===== config.mk =====
export PLATFORM = sky130hd
export DESIGN_NAME = ram_port_arbiter_flat
export DESIGN_NICKNAME = d
export VERILOG_FILES = /design/src/rtl/ram_arb_pkg.sv /design/src/rtl/ram_port_arbiter_if.sv /design/src/rtl/rr_grant2.sv /design/src/rtl/ram_port_arbiter.sv /design/src/flat_wrapper.sv
export SDC_FILE = /design/constraint.sdc
export NUM_CORES = 1
export LEC_CHECK = 0
export CORE_ASPECT_RATIO = 1.75
export CORE_MARGIN = 10
export CORE_UTILIZATION = 19
export CTS_CLUSTER_DIAMETER = 60
export DETAILED_ROUTE_END_ITERATION = 12
export PLACE_DENSITY = 0.81
export SLEW_MARGIN = 20
export SYNTH_ARGS = -nofsm -noshare
export SYNTH_HDL_FRONTEND = slang
export SYNTH_SLANG_ARGS = --single-unit

===== constraint.sdc =====
create_clock -name clk -period 1.9 [get_ports clk]
set_input_delay 0.285 -clock clk [delete_from_list [all_inputs] [get_ports clk]]
set_output_delay 0.285 -clock clk [all_outputs]
set_load 0.01 [all_outputs]

===== src/rtl/ram_arb_pkg.sv =====
// ram_arb_pkg: shared definitions for the RAM port arbiter.
//   ADDR_W_DEF / DEPTH_DEF : default word-address width and implemented depth
//   master_id_t            : identifies one of the two masters (0 = CPU, 1 = DMA)
//   RD_OOB_DATA            : read data returned for an out-of-range read
package ram_arb_pkg;

  localparam int unsigned ADDR_W_DEF = 13;
  localparam int unsigned DEPTH_DEF  = 6000;

  typedef logic master_id_t;

  localparam logic [31:0] RD_OOB_DATA = 32'h0;

endpackage


===== src/rtl/ram_port_arbiter_if.sv =====
// ram_port_arbiter_if: bundles both Avalon-MM master ports and the RAM slave
// port of the arbiter.
//   m0_* / m1_*  : address, read, write, byteenable, writedata from the masters;
//                  waitrequest, readdata, readdatavalid back to the masters
//   ram_*        : address, byteenable, writedata, chipselect, write, clken to
//                  the RAM; readdata from the RAM
// Modports: slave (arbiter side), master (the agents driving the bus).
interface ram_port_arbiter_if
  import ram_arb_pkg::*;
#(
  parameter int unsigned ADDR_W = ADDR_W_DEF
);

  logic [ADDR_W-1:0] m0_address;
  logic              m0_read;
  logic              m0_write;
  logic [3:0]        m0_byteenable;
  logic [31:0]       m0_writedata;
  logic              m0_waitrequest;
  logic [31:0]       m0_readdata;
  logic              m0_readdatavalid;

  logic [ADDR_W-1:0] m1_address;
  logic              m1_read;
  logic              m1_write;
  logic [3:0]        m1_byteenable;
  logic [31:0]       m1_writedata;
  logic              m1_waitrequest;
  logic [31:0]       m1_readdata;
  logic              m1_readdatavalid;

  logic [ADDR_W-1:0] ram_address;
  logic [3:0]        ram_byteenable;
  logic [31:0]       ram_writedata;
  logic              ram_chipselect;
  logic              ram_write;
  logic              ram_clken;
  logic [31:0]       ram_readdata;

  modport slave (
    input  m0_address, m0_read, m0_write, m0_byteenable, m0_writedata,
    output m0_waitrequest, m0_readdata, m0_readdatavalid,
    input  m1_address, m1_read, m1_write, m1_byteenable, m1_writedata,
    output m1_waitrequest, m1_readdata, m1_readdatavalid,
    output ram_address, ram_byteenable, ram_writedata, ram_chipselect,
    output ram_write, ram_clken,
    input  ram_readdata
  );

  modport master (
    output m0_address, m0_read, m0_write, m0_byteenable, m0_writedata,
    input  m0_waitrequest, m0_readdata, m0_readdatavalid,
    output m1_address, m1_read, m1_write, m1_byteenable, m1_writedata,
    input  m1_waitrequest, m1_readdata, m1_readdatavalid,
    input  ram_address, ram_byteenable, ram_writedata, ram_chipselect,
    input  ram_write, ram_clken,
    output ram_readdata
  );

endinterface


===== src/rtl/rr_grant2.sv =====
// rr_grant2: combinational two-way weighted round-robin grant.
//   clk, reset  : clock, synchronous active-high reset
//   req_i[1:0]  : request per master
//   grant_o[1:0]: one-hot grant, same cycle as the request (none during reset)
//   grant_id_o  : index of the granted master (meaningful only when granted)
//
// register     | meaning
// last_grant_q | master that received the most recent grant
// burst_cnt_q  | consecutive grants to last_grant_q, saturating at MAX_BURST
//
// Reset leaves last_grant=1 with a full burst so m0 wins the first contention.
module rr_grant2
  import ram_arb_pkg::*;
#(
  parameter int unsigned MAX_BURST = 4
) (
  input  logic       clk,
  input  logic       reset,
  input  logic [1:0] req_i,
  output logic [1:0] grant_o,
  output master_id_t grant_id_o
);

  localparam int unsigned    CNT_W   = $clog2(MAX_BURST + 1);
  localparam logic [CNT_W-1:0] CNT_MAX = CNT_W'(MAX_BURST);

  master_id_t       last_grant_q, last_grant_d;
  logic [CNT_W-1:0] burst_cnt_q, burst_cnt_d;
  master_id_t       win;

  always_comb begin
    win     = last_grant_q;
    grant_o = 2'b00;
    if (!reset) begin
      case (req_i)
        2'b01: begin
          win     = 1'b0;
          grant_o = 2'b01;
        end
        2'b10: begin
          win     = 1'b1;
          grant_o = 2'b10;
        end
        2'b11: begin
          // The current holder keeps the port until its burst is used up.
          win     = (burst_cnt_q < CNT_MAX) ? last_grant_q : ~last_grant_q;
          grant_o = win ? 2'b10 : 2'b01;
        end
        default: ;
      endcase
    end
  end

  assign grant_id_o = win;

  always_comb begin
    last_grant_d = last_grant_q;
    burst_cnt_d  = burst_cnt_q;
    if (grant_o != 2'b00) begin
      last_grant_d = win;
      if (win != last_grant_q) begin
        burst_cnt_d = CNT_W'(1);
      end else if (burst_cnt_q < CNT_MAX) begin
        burst_cnt_d = burst_cnt_q + 1'b1;
      end
    end
  end

  always_ff @(posedge clk) begin
    if (reset) begin
      last_grant_q <= 1'b1;
      burst_cnt_q  <= CNT_MAX;
    end else begin
      last_grant_q <= last_grant_d;
      burst_cnt_q  <= burst_cnt_d;
    end
  end

endmodule


===== src/rtl/ram_port_arbiter.sv =====
// ram_port_arbiter: shares a single-port, 1-cycle-latency RAM between the CPU
// data master (m0) and the solver DMA (m1), one transfer per cycle.
//   clk, reset : clock, synchronous active-high reset
//   bus        : ram_port_arbiter_if.slave -- both master ports and RAM port
//   err_oob    : sticky out-of-range access flag
// Build option RAM_ARB_BOUNDS_CHECK_EN: accesses at or above DEPTH are
// accepted but kept off the RAM, reads return RD_OOB_DATA, err_oob latches.
// Without it no address check is made and err_oob is 0.
module ram_port_arbiter
  import ram_arb_pkg::*;
#(
  parameter int unsigned ADDR_W    = ADDR_W_DEF,
  parameter int unsigned DEPTH     = DEPTH_DEF,
  parameter int unsigned MAX_BURST = 4
) (
  input  logic                clk,
  input  logic                reset,
  ram_port_arbiter_if.slave   bus,
  output logic                err_oob
);

  if (MAX_BURST < 1) begin : g_bad_burst
    $error("ram_port_arbiter: MAX_BURST must be at least 1");
  end
  if (DEPTH > (1 << ADDR_W)) begin : g_bad_depth
    $error("ram_port_arbiter: DEPTH does not fit in ADDR_W");
  end

  logic [1:0]        req;
  logic [1:0]        grant;
  master_id_t        grant_id;
  logic              any_grant;
  logic              sel_write;
  logic              oob;
  logic [ADDR_W-1:0] sel_addr;
  logic [3:0]        sel_be;
  logic [31:0]       sel_wd;

  logic              rd_pend_q, rd_pend_d;
  master_id_t        rd_owner_q, rd_owner_d;
  logic              rd_oob_q, rd_oob_d;
  logic              rd_live;
  logic [31:0]       rdata;

  // A write with read also high is a write.
  assign req[0] = bus.m0_read | bus.m0_write;
  assign req[1] = bus.m1_read | bus.m1_write;

  rr_grant2 #(
    .MAX_BURST (MAX_BURST)
  ) u_rr_grant2 (
    .clk        (clk),
    .reset      (reset),
    .req_i      (req),
    .grant_o    (grant),
    .grant_id_o (grant_id)
  );

  assign any_grant = |grant;

  assign bus.m0_waitrequest = req[0] & ~grant[0];
  assign bus.m1_waitrequest = req[1] & ~grant[1];

  // m0 fields are presented whenever m1 does not own the port.
  always_comb begin
    sel_addr  = bus.m0_address;
    sel_be    = bus.m0_byteenable;
    sel_wd    = bus.m0_writedata;
    sel_write = grant[0] & bus.m0_write;
    if (grant[1]) begin
      sel_addr  = bus.m1_address;
      sel_be    = bus.m1_byteenable;
      sel_wd    = bus.m1_writedata;
      sel_write = bus.m1_write;
    end
  end

`ifdef RAM_ARB_BOUNDS_CHECK_EN
  assign oob = any_grant & (32'(sel_addr) >= DEPTH);
`else
  assign oob = 1'b0;
`endif

  assign bus.ram_address    = sel_addr;
  assign bus.ram_byteenable = sel_be;
  assign bus.ram_writedata  = sel_wd;
  assign bus.ram_chipselect = any_grant & ~oob;
  assign bus.ram_write      = sel_write & ~oob;
  assign bus.ram_clken      = 1'b1;

  assign rd_pend_d  = any_grant & ~sel_write;
  assign rd_owner_d = grant_id;
  assign rd_oob_d   = oob;

  always_ff @(posedge clk) begin
    if (reset) begin
      rd_pend_q  <= 1'b0;
      rd_owner_q <= 1'b0;
      rd_oob_q   <= 1'b0;
    end else begin
      rd_pend_q  <= rd_pend_d;
      rd_owner_q <= rd_owner_d;
      rd_oob_q   <= rd_oob_d;
    end
  end

  // A read granted just before reset must not surface during the reset cycle.
  assign rd_live = rd_pend_q & ~reset;
  assign rdata   = rd_oob_q ? RD_OOB_DATA : bus.ram_readdata;

  assign bus.m0_readdatavalid = rd_live & (rd_owner_q == 1'b0);
  assign bus.m1_readdatavalid = rd_live & (rd_owner_q == 1'b1);
  assign bus.m0_readdata      = bus.m0_readdatavalid ? rdata : 32'h0;
  assign bus.m1_readdata      = bus.m1_readdatavalid ? rdata : 32'h0;

`ifdef RAM_ARB_BOUNDS_CHECK_EN
  logic err_oob_q, err_oob_d;

  assign err_oob_d = err_oob_q | oob;

  always_ff @(posedge clk) begin
    if (reset) begin
      err_oob_q <= 1'b0;
    end else begin
      err_oob_q <= err_oob_d;
    end
  end

  assign err_oob = err_oob_q;
`else
  assign err_oob = 1'b0;
`endif

endmodule


===== src/flat_wrapper.sv =====
// flat-port wrapper written by rule: the top's interface ports become plain ports
module ram_port_arbiter_flat import ram_arb_pkg::*;
#(
  parameter int unsigned ADDR_W    = ADDR_W_DEF,
  parameter int unsigned DEPTH     = DEPTH_DEF,
  parameter int unsigned MAX_BURST = 4
)
  (clk, reset, err_oob, bus_m0_address, bus_m0_read, bus_m0_write, bus_m0_byteenable, bus_m0_writedata, bus_m0_waitrequest, bus_m0_readdata, bus_m0_readdatavalid, bus_m1_address, bus_m1_read, bus_m1_write, bus_m1_byteenable, bus_m1_writedata, bus_m1_waitrequest, bus_m1_readdata, bus_m1_readdatavalid, bus_ram_address, bus_ram_byteenable, bus_ram_writedata, bus_ram_chipselect, bus_ram_write, bus_ram_clken, bus_ram_readdata);
  ram_port_arbiter_if #(.ADDR_W(ADDR_W)) bus_i ();
  input  logic clk;
  input  logic reset;
  output logic err_oob;
  input wire logic [$bits(bus_i.m0_address)-1:0] bus_m0_address;
  input wire logic [$bits(bus_i.m0_read)-1:0] bus_m0_read;
  input wire logic [$bits(bus_i.m0_write)-1:0] bus_m0_write;
  input wire logic [$bits(bus_i.m0_byteenable)-1:0] bus_m0_byteenable;
  input wire logic [$bits(bus_i.m0_writedata)-1:0] bus_m0_writedata;
  output wire logic [$bits(bus_i.m0_waitrequest)-1:0] bus_m0_waitrequest;
  output wire logic [$bits(bus_i.m0_readdata)-1:0] bus_m0_readdata;
  output wire logic [$bits(bus_i.m0_readdatavalid)-1:0] bus_m0_readdatavalid;
  input wire logic [$bits(bus_i.m1_address)-1:0] bus_m1_address;
  input wire logic [$bits(bus_i.m1_read)-1:0] bus_m1_read;
  input wire logic [$bits(bus_i.m1_write)-1:0] bus_m1_write;
  input wire logic [$bits(bus_i.m1_byteenable)-1:0] bus_m1_byteenable;
  input wire logic [$bits(bus_i.m1_writedata)-1:0] bus_m1_writedata;
  output wire logic [$bits(bus_i.m1_waitrequest)-1:0] bus_m1_waitrequest;
  output wire logic [$bits(bus_i.m1_readdata)-1:0] bus_m1_readdata;
  output wire logic [$bits(bus_i.m1_readdatavalid)-1:0] bus_m1_readdatavalid;
  output wire logic [$bits(bus_i.ram_address)-1:0] bus_ram_address;
  output wire logic [$bits(bus_i.ram_byteenable)-1:0] bus_ram_byteenable;
  output wire logic [$bits(bus_i.ram_writedata)-1:0] bus_ram_writedata;
  output wire logic [$bits(bus_i.ram_chipselect)-1:0] bus_ram_chipselect;
  output wire logic [$bits(bus_i.ram_write)-1:0] bus_ram_write;
  output wire logic [$bits(bus_i.ram_clken)-1:0] bus_ram_clken;
  input wire logic [$bits(bus_i.ram_readdata)-1:0] bus_ram_readdata;
  assign bus_i.m0_address = bus_m0_address;
  assign bus_i.m0_read = bus_m0_read;
  assign bus_i.m0_write = bus_m0_write;
  assign bus_i.m0_byteenable = bus_m0_byteenable;
  assign bus_i.m0_writedata = bus_m0_writedata;
  assign bus_m0_waitrequest = bus_i.m0_waitrequest;
  assign bus_m0_readdata = bus_i.m0_readdata;
  assign bus_m0_readdatavalid = bus_i.m0_readdatavalid;
  assign bus_i.m1_address = bus_m1_address;
  assign bus_i.m1_read = bus_m1_read;
  assign bus_i.m1_write = bus_m1_write;
  assign bus_i.m1_byteenable = bus_m1_byteenable;
  assign bus_i.m1_writedata = bus_m1_writedata;
  assign bus_m1_waitrequest = bus_i.m1_waitrequest;
  assign bus_m1_readdata = bus_i.m1_readdata;
  assign bus_m1_readdatavalid = bus_i.m1_readdatavalid;
  assign bus_ram_address = bus_i.ram_address;
  assign bus_ram_byteenable = bus_i.ram_byteenable;
  assign bus_ram_writedata = bus_i.ram_writedata;
  assign bus_ram_chipselect = bus_i.ram_chipselect;
  assign bus_ram_write = bus_i.ram_write;
  assign bus_ram_clken = bus_i.ram_clken;
  assign bus_i.ram_readdata = bus_ram_readdata;
  ram_port_arbiter #(.ADDR_W(ADDR_W), .DEPTH(DEPTH), .MAX_BURST(MAX_BURST)) u_core (.clk(clk), .reset(reset), .bus(bus_i), .err_oob(err_oob));
endmodule

# After elaboration in Yosys (flattened, before gate mapping)
# Cells that the tools add are included.
[classes]
addsub = 1
magnitude_cmp = 1
eq_ne = 4
n_mux = 14
bitwise = 15
n_reduce_logical = 4
[op_table]
columns = ["op", "n"]
rows = [
  ["two-way mux 32 bit", 3],
  ["two-way mux 13 bit", 1],
  ["bitwise AND 1 bit", 7],
  ["two-way mux 3 bit", 2],
  ["NOT 1 bit", 6],
  ["case mux 2 bit (3 select lines)", 1],
  ["equality test 2 bit, second input constant", 2],
  ["two-way mux 2 bit", 2],
  ["two-way mux 4 bit", 1],
  ["nonzero test 2 bit", 2],
  ["adder 3 x 1 -> 3 bit, second input constant", 1],
  ["less-than comparator 3 bit, second input constant", 1],
  ["two-way mux 1 bit", 3],
  ["case mux 1 bit (3 select lines)", 1],
  ["equality test 2 x 1 -> 1 bit, second input constant", 1],
  ["OR 1 bit", 2],
  ["AND reduction 2 bit", 1],
  ["OR reduction 2 bit", 1],
  ["!= test 1 bit", 1],
]
[totals]
reg_bits = 6
inputBits = 136
out_inout_bits = 121
word_cells = 43

# Depth between registers and ports, before layout
# Gate-level depths: netlist of the first run.
[depth]
word_depth = 9
depth_mapped = 6
mapped_depth_nobuf = 4

# Modules after synthesis
# A second synthesis of the first run with hierarchy kept.
[unflattened]
hier_cells = 180
area_unflattened_um2 = 1607.8
[modules_own_cells]
columns = ["mod", "instances", "cells_each", "area_per_inst_um2", "seq_area_each_um2"]
rows = [
  ["ram_port_arbiter", 1, 145, 1301.2, 40.0],
  ["rr_grant2", 1, 35, 306.5, 80.1],
]

# Least setup slack after synthesis of the first run
# OpenSTA, ideal clock, no wires.
[synth_path]
path_type = "register to output"
from = "reg u_core.u_rr_grant2.burst_cnt_q[2]"
to = "out bus_ram_writedata[17]"
arrival_ps = 1559
required_ps = 1615
slack_ps = 56
stages_incl_launch_ff = 7
n_path_buf = 3
path_cell_list = "dfxtp_1 > buf_4 > xnor2_2 > a211oi_4 > buf_6 > buf_6 > mux2_1"
[synth_between]
elab_chain_cells = 6
[synth_lines]
columns = ["item", "line", "text"]
rows = [
  ["start, declared", "rr_grant2.sv:28", "logic [CNT_W-1:0] burst_cnt_q, burst_cnt_d;"],
  ["start signal, assigned", "rr_grant2.sv:75", "burst_cnt_q <= burst_cnt_d;"],
  ["less-than comparator 3 bit", "rr_grant2.sv:46", "win = (burst_cnt_q < CNT_MAX) ? last_grant_q : ~last_grant_q;"],
  ["two-way mux 1 bit", "rr_grant2.sv:46", ""],
  ["two-way mux 2 bit", "rr_grant2.sv:47", "grant_o = win ? 2'b10 : 2'b01;"],
  ["case mux 2 bit (3 select lines)", "rr_grant2.sv:35", "case (req_i)"],
  ["two-way mux 2 bit", "rr_grant2.sv:34", "if (!reset) begin"],
  ["two-way mux 32 bit", "ram_port_arbiter.sv:70", "if (grant[1]) begin"],
  ["end, declared", "flat_wrapper.sv:31", "output wire logic [$bits(bus_i.ram_writedata)-1:0] bus_ram_writedata;"],
]
# Every way passes these cells.

# Worst setup path in the final report of the first run
[layout_path]
from = "reg u_core.u_rr_grant2.last_grant_q"
to = "out bus_ram_writedata[23]"
[layout_between]
elab_chain_cells = 6
[layout_lines]
columns = ["item", "line", "text"]
rows = [
  ["start, declared", "rr_grant2.sv:27", "master_id_t last_grant_q, last_grant_d;"],
  ["start signal, assigned", "rr_grant2.sv:74", "last_grant_q <= last_grant_d;"],
  ["NOT 1 bit", "rr_grant2.sv:46", ""],
  ["two-way mux 1 bit *", "rr_grant2.sv:46", ""],
  ["two-way mux 2 bit *", "rr_grant2.sv:47", ""],
  ["case mux 2 bit (3 select lines) *", "rr_grant2.sv:35", ""],
  ["two-way mux 2 bit *", "rr_grant2.sv:34", ""],
  ["two-way mux 32 bit *", "ram_port_arbiter.sv:70", ""],
]
# Mark *: on every way between the ends. The rest lies on a longest branch, timed or not.

==> impl_metrics.yaml, run 1 <==
run_status:
  run_status: "complete, but fails checks"
  violations: "negative setup slack"
final_layout:
  drive_gt1_frac: 0.363
  fin_util: 0.601
  fillers: 656
  area_growth_pct: 210
  final_cell_area_sq_um: 4520
  final_net_count: 594
  fin_cells: 544
setup_path:
  max_stage_delay_ns: 0.34
  arrival_ns: 1.89
  r2r_cells: 4
  end_kind: "primary output"
  worstReg2RegEnd: "u_core.u_rr_grant2.burst_cnt_q[0]"
  path_common_cell: "buf_6"
  critPathBufInv: 5
  crit_fanout: 5
  critical_path.cell_chain: "xnor2_4 -> a211oi_4 -> buf_4 -> buf_6 -> buf_12 -> buf_16 -> mux2_4 -> buf_6"
  required_ns: 1.62
  cp_slowest_cell: "dfxtp_2"
  start_kind: "flip-flop"
  path_delay_family: "buffers and inverters"
  critPathKind: "reg -> out"
  r2r_slack_ns: 0.57
  rr_startpoint: "u_core.u_rr_grant2.last_grant_q"
pwr:
  power.leakage_nw: 2.15
  p_per_area_nw_per_um2: 371
  ir_drop_mv: 0.518
  power_mw: 1.68
synth:
  synth_seq_area_share: 0.0825
  synth_area_sq_um: 1460
  ys_top_cells_by_area: "mux2_2 (30%), and2_1 (27%), dfxtp_1 (8.2%), mux2_1 (7.7%), buf_4 (3.6%)"
  yosys_warnings: 0
  ys_top_cells_by_count: "and2_1 (64), mux2_2 (39), mux2_1 (10)"
  yosysMostFrequentCell: "and2_1"
  ys_ff_latch: 6
  ys_types: 33
  synth_edf_count: 0
  syn-num-nets: 315
  syn-instance-count: 178
  synth_top_area_frac: 0.302
  synth_ff_type: "dfxtp_1"
  syn_avg_cell_area_sq_um: 8.18
  synth_top_cell_by_area: "mux2_2"
  postSynth.asyncResetShare: 0
placed_design:
  numPortBuffers: 254
  dp.cells: 520
  routabilityCongestion: 0.785
  placed_area_sq_um: 4170
  pre_cts_ws_ns: -0.799
  detailed_place_hpwl_um: 9810
hold_path:
  hp-start: "u_core.u_rr_grant2.burst_cnt_q[0]"
  hold_end: "u_core.u_rr_grant2.burst_cnt_q[0]"
  hold_path.class: "reg -> reg"
  hold-path-cell-count: 2
route:
  wl_per_cell_um: 22.4
  drc: 0
  firstDrtPassIters: 4
  drt_wl_total_um: 12200
  antenna_left: 0
  route.met2.wl_um: 6990
  routed-wl-met3_um: 983
  top_layer: "met4"
  met1Wirelength_um: 4080
  avgViaCountPerCell: 4.45
  vias: 2422
  drt_iter0_drc: 56
timing:
  setup_viol: 49
  rsz0062_at_grt: "yes"
  fmax_ghz: 0.459
  fin_crit_ns: 2.18
  worst_slack_ns: -0.280
  slew_viol_final: 0
  skew_ns: 0.00161
  final-hold-violation-count: 0
  whs_ns: 0.531
  finalSetupTns_ns: -10.47
  min_period_over_period: 1.15
die:
  rows: 42
  core_sq_um: 7510
  die_h_um: 136
  die-area_sq_um: 11700
  start_util: 0.194
  io_pins: 257
  die_w_um: 86.2
clock_tree:
  clkSinkCount: 6
  clock-root-buffer: "clkbuf_16"
  clk_latency_ns: 0.23
  htreeDepth: 1
  cts_tree: "done"
  cts_made_buffers: 3
  clk_pin_slew_ns: 0.03
  cts_max_path_buffers: 2
global_route:
  grtUsageTotal: 0.191
  gr-total-overflow: 0
  grt_max_degree: 18
  antenna_found_initial: 1
  grt_pass1_vias: 2667
  grt_pass1_wl_um: 17300
job:
  cap_violations: 0
==> layout make-up <==
type / instances / area [sq um] / share of cell area
timing repair buffer: 290 / 2840 / 0.628
multi-input combinational: 152 / 1350 / 0.300
sequential: 6 / 123 / 0.0271
tap: 88 / 110 / 0.0244
clock buffer: 3 / 75.1 / 0.0166
inverter: 4 / 15.0 / 0.00332
antenna: 1 / 2.50 / 0.000554
==> logic make-up after synthesis <==
| logic type | after synthesis | share of synthesized area |
|---|---|---|
| adders and majority gates | 1 | 0.00859 |
| and+or+nand+nor | 79 | 0.332 |
| DFF | 6 | 0.0825 |
| AOI/OAI and AO/OA | 19 | 0.0962 |
| xor gates and xnor gates | 2 | 0.0172 |
| buffers and inverters | 20 | 0.0799 |
| other | 2 | 0.00516 |
| muxes | 49 | 0.379 |
==> repair_timing <==
item                                    4_1_cts  5_1_grt
buffers inserted                             11        0
gates cloned                                  9        0
pin swaps                                     4        0
hold buffers                                  0        0
endpoints found under the setup margin      119       99
gates resized for setup                     374       38
==> routing by layer <==
metal,up-vias,track usage
li1,1169,-
met1,1114,0.184
met2,129,0.377
met3,10,0.0557
met4,0,0.0443
met5,-,0
==> flip-flops by register name, summed over array words and instances (netlist names) <==
signal and count:
u_core.u_rr_grant2.burst_cnt_q 3, u_core.rd_owner_q 1, u_core.rd_pend_q 1, u_core.u_rr_grant2.last_grant_q 1
==> placed cells by master (no fill, tap or decap), types with 2 or more instances in the layout <==
| master | synthesis | routed |
|---|---|---|
| clkdlybuf4s15_1 | 0 | 19 |
| dlygate4sd2_1 | 0 | 37 |
| buf_6 | 2 | 37 |
| buf_12 | 0 | 4 |
| dfxtp_1 | 6 | 4 |
| clkbuf_2 | 0 | 10 |
| mux2_4 | 0 | 23 |
| o21ai_0 | 4 | 4 |
| inv_1 | 4 | 4 |
| clkbuf_16 | 0 | 3 |
| buf_2 | 0 | 28 |
| and2_1 | 64 | 64 |
| buf_4 | 7 | 17 |
| mux2_2 | 39 | 26 |
| buf_16 | 0 | 6 |
| a21oi_1 | 4 | 4 |
| nor2_1 | 4 | 3 |
| clkdlybuf4s50_1 | 0 | 130 |
| nor3_1 | 2 | 2 |
| dfxtp_2 | 0 | 2 |
| o22ai_1 | 2 | 2 |
| conb_1 | 2 | 2 |
==> worst register-to-register path, stage by stage, from the launching register on <==
cell	delay [ns]
dfxtp_2	0.37
buf_4	0.17
nor3b_1	0.34
o21a_1	0.23
o32ai_1	0.09
==> worst max-delay path by stage <==
stage                                      start                     to  slack, ns  cells after the start
6_report         u_core.u_rr_grant2.last_grant_q  bus_ram_writedata[23]      -0.28                      8
5_1_grt          u_core.u_rr_grant2.last_grant_q  bus_ram_writedata[24]      -0.32                      8
4_1_cts          u_core.u_rr_grant2.last_grant_q  bus_ram_writedata[26]      -0.28                      8
3_5_place_dp                        bus_m0_write     bus_ram_address[4]      -0.80                      6
3_3_place_gp                        bus_m0_write   bus_ram_writedata[2]      -0.78                      6
2_1_floorplan  u_core.u_rr_grant2.burst_cnt_q[2]  bus_ram_writedata[17]       0.06                      6
==> where the power goes <==
group	leakage, nW	internal [mW]	switching (mW)
sequential	0.0496	0.143	0.0154
clock	0.0370	0.270	0.0672
combinational	2.07	0.768	0.414
total	2.15	1.18	0.496
Note: power is estimated with default switching activity, not from simulation.
==> run 2, diff against run 1 <==
--- a/config.mk
+++ b/config.mk
@@ -10,6 +10,7 @@
 export CORE_UTILIZATION = 19
 export CTS_CLUSTER_DIAMETER = 60
 export DETAILED_ROUTE_END_ITERATION = 12
+export HOLD_SLACK_MARGIN = 0.1
 export PLACE_DENSITY = 0.81
 export SLEW_MARGIN = 20
 export SYNTH_ARGS = -nofsm -noshare
==> results of run 2 <==
The final DEF is identical to that of run 1; final timing and power are the same.
==> run 3, diff against run 2 <==
--- a/config.mk
+++ b/config.mk
@@ -5,13 +5,14 @@
 export SDC_FILE = /design/constraint.sdc
 export NUM_CORES = 1
 export LEC_CHECK = 0
-export CORE_ASPECT_RATIO = 1.75
-export CORE_MARGIN = 10
-export CORE_UTILIZATION = 19
+export CAP_MARGIN = 20
+export CORE_AREA = 4 4 97 99
 export CTS_CLUSTER_DIAMETER = 60
 export DETAILED_ROUTE_END_ITERATION = 12
+export DIE_AREA = 0 0 101 103
+export DONT_BUFFER_PORTS = 1
 export HOLD_SLACK_MARGIN = 0.1
-export PLACE_DENSITY = 0.81
+export PLACE_DENSITY = 0.34
 export SLEW_MARGIN = 20
 export SYNTH_ARGS = -nofsm -noshare
 export SYNTH_HDL_FRONTEND = slang
==> run 3 against run 2 <==
The flow still finishes with violations (negative setup slack). Count of clock-buffer cells in the layout stayed put. Hold slack worse by 0.39 ns. Non-clock buffer count is 281 lower. Sequential cell count stayed put. Design area is 62% lower. Maximum frequency is 10% higher. Clock power is 44% lower. Core utilization is 40 points lower. Via count is 46% lower.
==> impl_metrics.yaml, run 3 (same netlist as run 1, synthesis figures left out) <==
final_layout:
  area_growth_pct: 16.7
  multi_input_area_sq_um: 1280
  final_common_cell: "and2_1"
  diodes: 0
  seq_area_sq_um: 123
  largest_reg_flops: 3
  drive_gt1_frac: 0.385
  layout_common_cells: "and2_1 (64), mux2_2 (36), mux2_4 (13)"
  fillers: 950
  final_net_count: 313
  regMostFlops: "u_core.u_rr_grant2.burst_cnt_q"
  final_cell_area_sq_um: 1700
die:
  io_pins: 257
  die_h_um: 103
  die_w_um: 101
  start_util: 0.170
  die-area_sq_um: 10400
  core_sq_um: 8550
  rows: 34
hold_path:
  hold_end: "u_core.u_rr_grant2.burst_cnt_q[1]"
  hp-start: "reset"
  hold_path.class: "in -> reg"
  hold-path-cell-count: 1
global_route:
  grtUsageTotal: 0.0850
  grt_max_degree: 34
  grt_pass1_vias: 1208
  gr-total-overflow: 0
  antenna_found_initial: 0
  grt_pass1_wl_um: 7030
setup_path:
  r2r_cells: 4
  r2r_slack_ns: 0.59
  required_ns: 1.62
  end_kind: "primary output"
  cp_slowest_cell: "mux2_2"
  critical_path.cell_chain: "xnor2_4 -> a211oi_4 -> buf_4 -> buf_12 -> mux2_2"
  max_stage_delay_ns: 0.39
  start_kind: "flip-flop"
  worstReg2RegEnd: "u_core.u_rr_grant2.burst_cnt_q[2]"
  critPathKind: "reg -> out"
  path_delay_family: "multiplexers"
  crit_fanout: 25
  rr_startpoint: "u_core.u_rr_grant2.last_grant_q"
  arrival_ns: 1.69
  critPathBufInv: 2
timing:
  finalSetupTns_ns: -2.73
  final-hold-violation-count: 0
  fin_crit_ns: 1.98
  worst_pin_slew_ns: 0.579
  rsz0062_at_grt: "yes"
  setup_viol: 49
  worst_slack_ns: -0.0769
  slew_viol_final: 0
  min_period_over_period: 1.04
  skew_ns: 0.00314
  slew_headroom: 0.610
  fmax_ghz: 0.506
placed_design:
  numPortBuffers: 0
  placed_area_sq_um: 1550
  routabilityCongestion: 0.830
  detailed_place_hpwl_um: 4720
run_status:
  violations: "negative setup slack"
  run_status: "complete, but fails checks"
pwr:
  p_comb_frac: 0.572
  power.leakage_nw: 0.662
  p_clk_frac: 0.234
  intPower_uw: 501
  ir_drop_mv: 0.313
  swShare: 0.379
  seq_power_share: 0.194
  p_per_area_nw_per_um2: 475
  p_switching_uw: 306
job:
  cap_violations: 0
clock_tree:
  clkSinkCount: 6
  clk_pin_slew_ns: 0.03
  cts_tree: "done"
  cts_made_buffers: 3
  cts_max_path_buffers: 2
  clk_latency_ns: 0.22
  htreeDepth: 1
  clock-root-buffer: "clkbuf_8"
route:
  drt_iter0_drc: 17
  drt_wl_total_um: 5660
  drc: 0
  firstDrtPassIters: 4
  avgViaCountPerCell: 4.61
  wl_per_cell_um: 20.1
  vias: 1300
  antenna_left: 0
==> run 3: layout make-up <==
type	instances	share of cell area
well taps	108	0.0795
multi-input cells	152	0.756
repair buffers	9	0.0589
inverters	4	0.00884
clock buffers	3	0.0243
flip-flops and latches	6	0.0722
==> run 3: worst max-delay path by stage <==
| stage | cells past startpoint | start | end |
|---|---|---|---|
| 2_1_floorplan | 6 | u_core.u_rr_grant2.burst_cnt_q[2] | bus_ram_writedata[17] |
| 3_3_place_gp | 4 | bus_m0_write | bus_ram_byteenable[2] |
| 3_5_place_dp | 4 | bus_m0_write | bus_ram_byteenable[2] |
| 4_1_cts | 5 | u_core.u_rr_grant2.burst_cnt_q[2] | bus_ram_writedata[12] |
| 5_1_grt | 5 | u_core.u_rr_grant2.burst_cnt_q[2] | bus_ram_writedata[12] |
| 6_report | 5 | u_core.u_rr_grant2.burst_cnt_q[2] | bus_ram_writedata[19] |
==> run 3: metrics by stage <==
| step | util | total power, mW | setup slack [ns] | hold WS, ns | cells |
|---|---|---|---|---|---|
| after floorplan | - | 0.522 | 0.0560 | 0.400 | 178 |
| after global placement | 0.182 | 0.564 | 0.123 | 0.365 | 276 |
| after detailed placement | 0.182 | 0.558 | 0.115 | 0.364 | 276 |
| after CTS | 0.197 | 0.807 | -0.0615 | 0.131 | 282 |
| after global routing | 0.199 | 0.854 | -0.147 | 0.132 | 282 |
| final | 0.199 | 0.807 | -0.0769 | 0.139 | 282 |
==> run 3: power groups by stage <==
stage	clock, mW	combinational (mW)	sequential (mW)
2_1_floorplan	0	0.373	0.149
3_3_place_gp	0	0.409	0.155
3_5_place_dp	0	0.403	0.155
4_1_cts	0.196	0.455	0.156
5_1_grt	0.200	0.496	0.159
6_report	0.189	0.462	0.157
==> run 3: per-layer routing <==
layer	GRT usage	wire length, um
met4	0.00920	0
met3	0.0101	414
met5	0	0
met1	0.116	2290
met2	0.148	2960
==> run 3: timing repair <==
item / 4_1_cts / 5_1_grt
resized for setup: 22 / 5
hold buffers: 0 / 0
hold endpoints to repair: 0 / 0
gates cloned: 1 / 0
buffers inserted: 2 / 0
endpoints found under the setup margin: 49 / 49
pin swaps: 1 / 0
==> run 3: worst reg2reg max path: stages, from the launching register on <==
cell      delay, ns
dfxtp_2        0.34
buf_4          0.17
nor3_1         0.28
a211oi_1       0.12
a211o_1        0.30
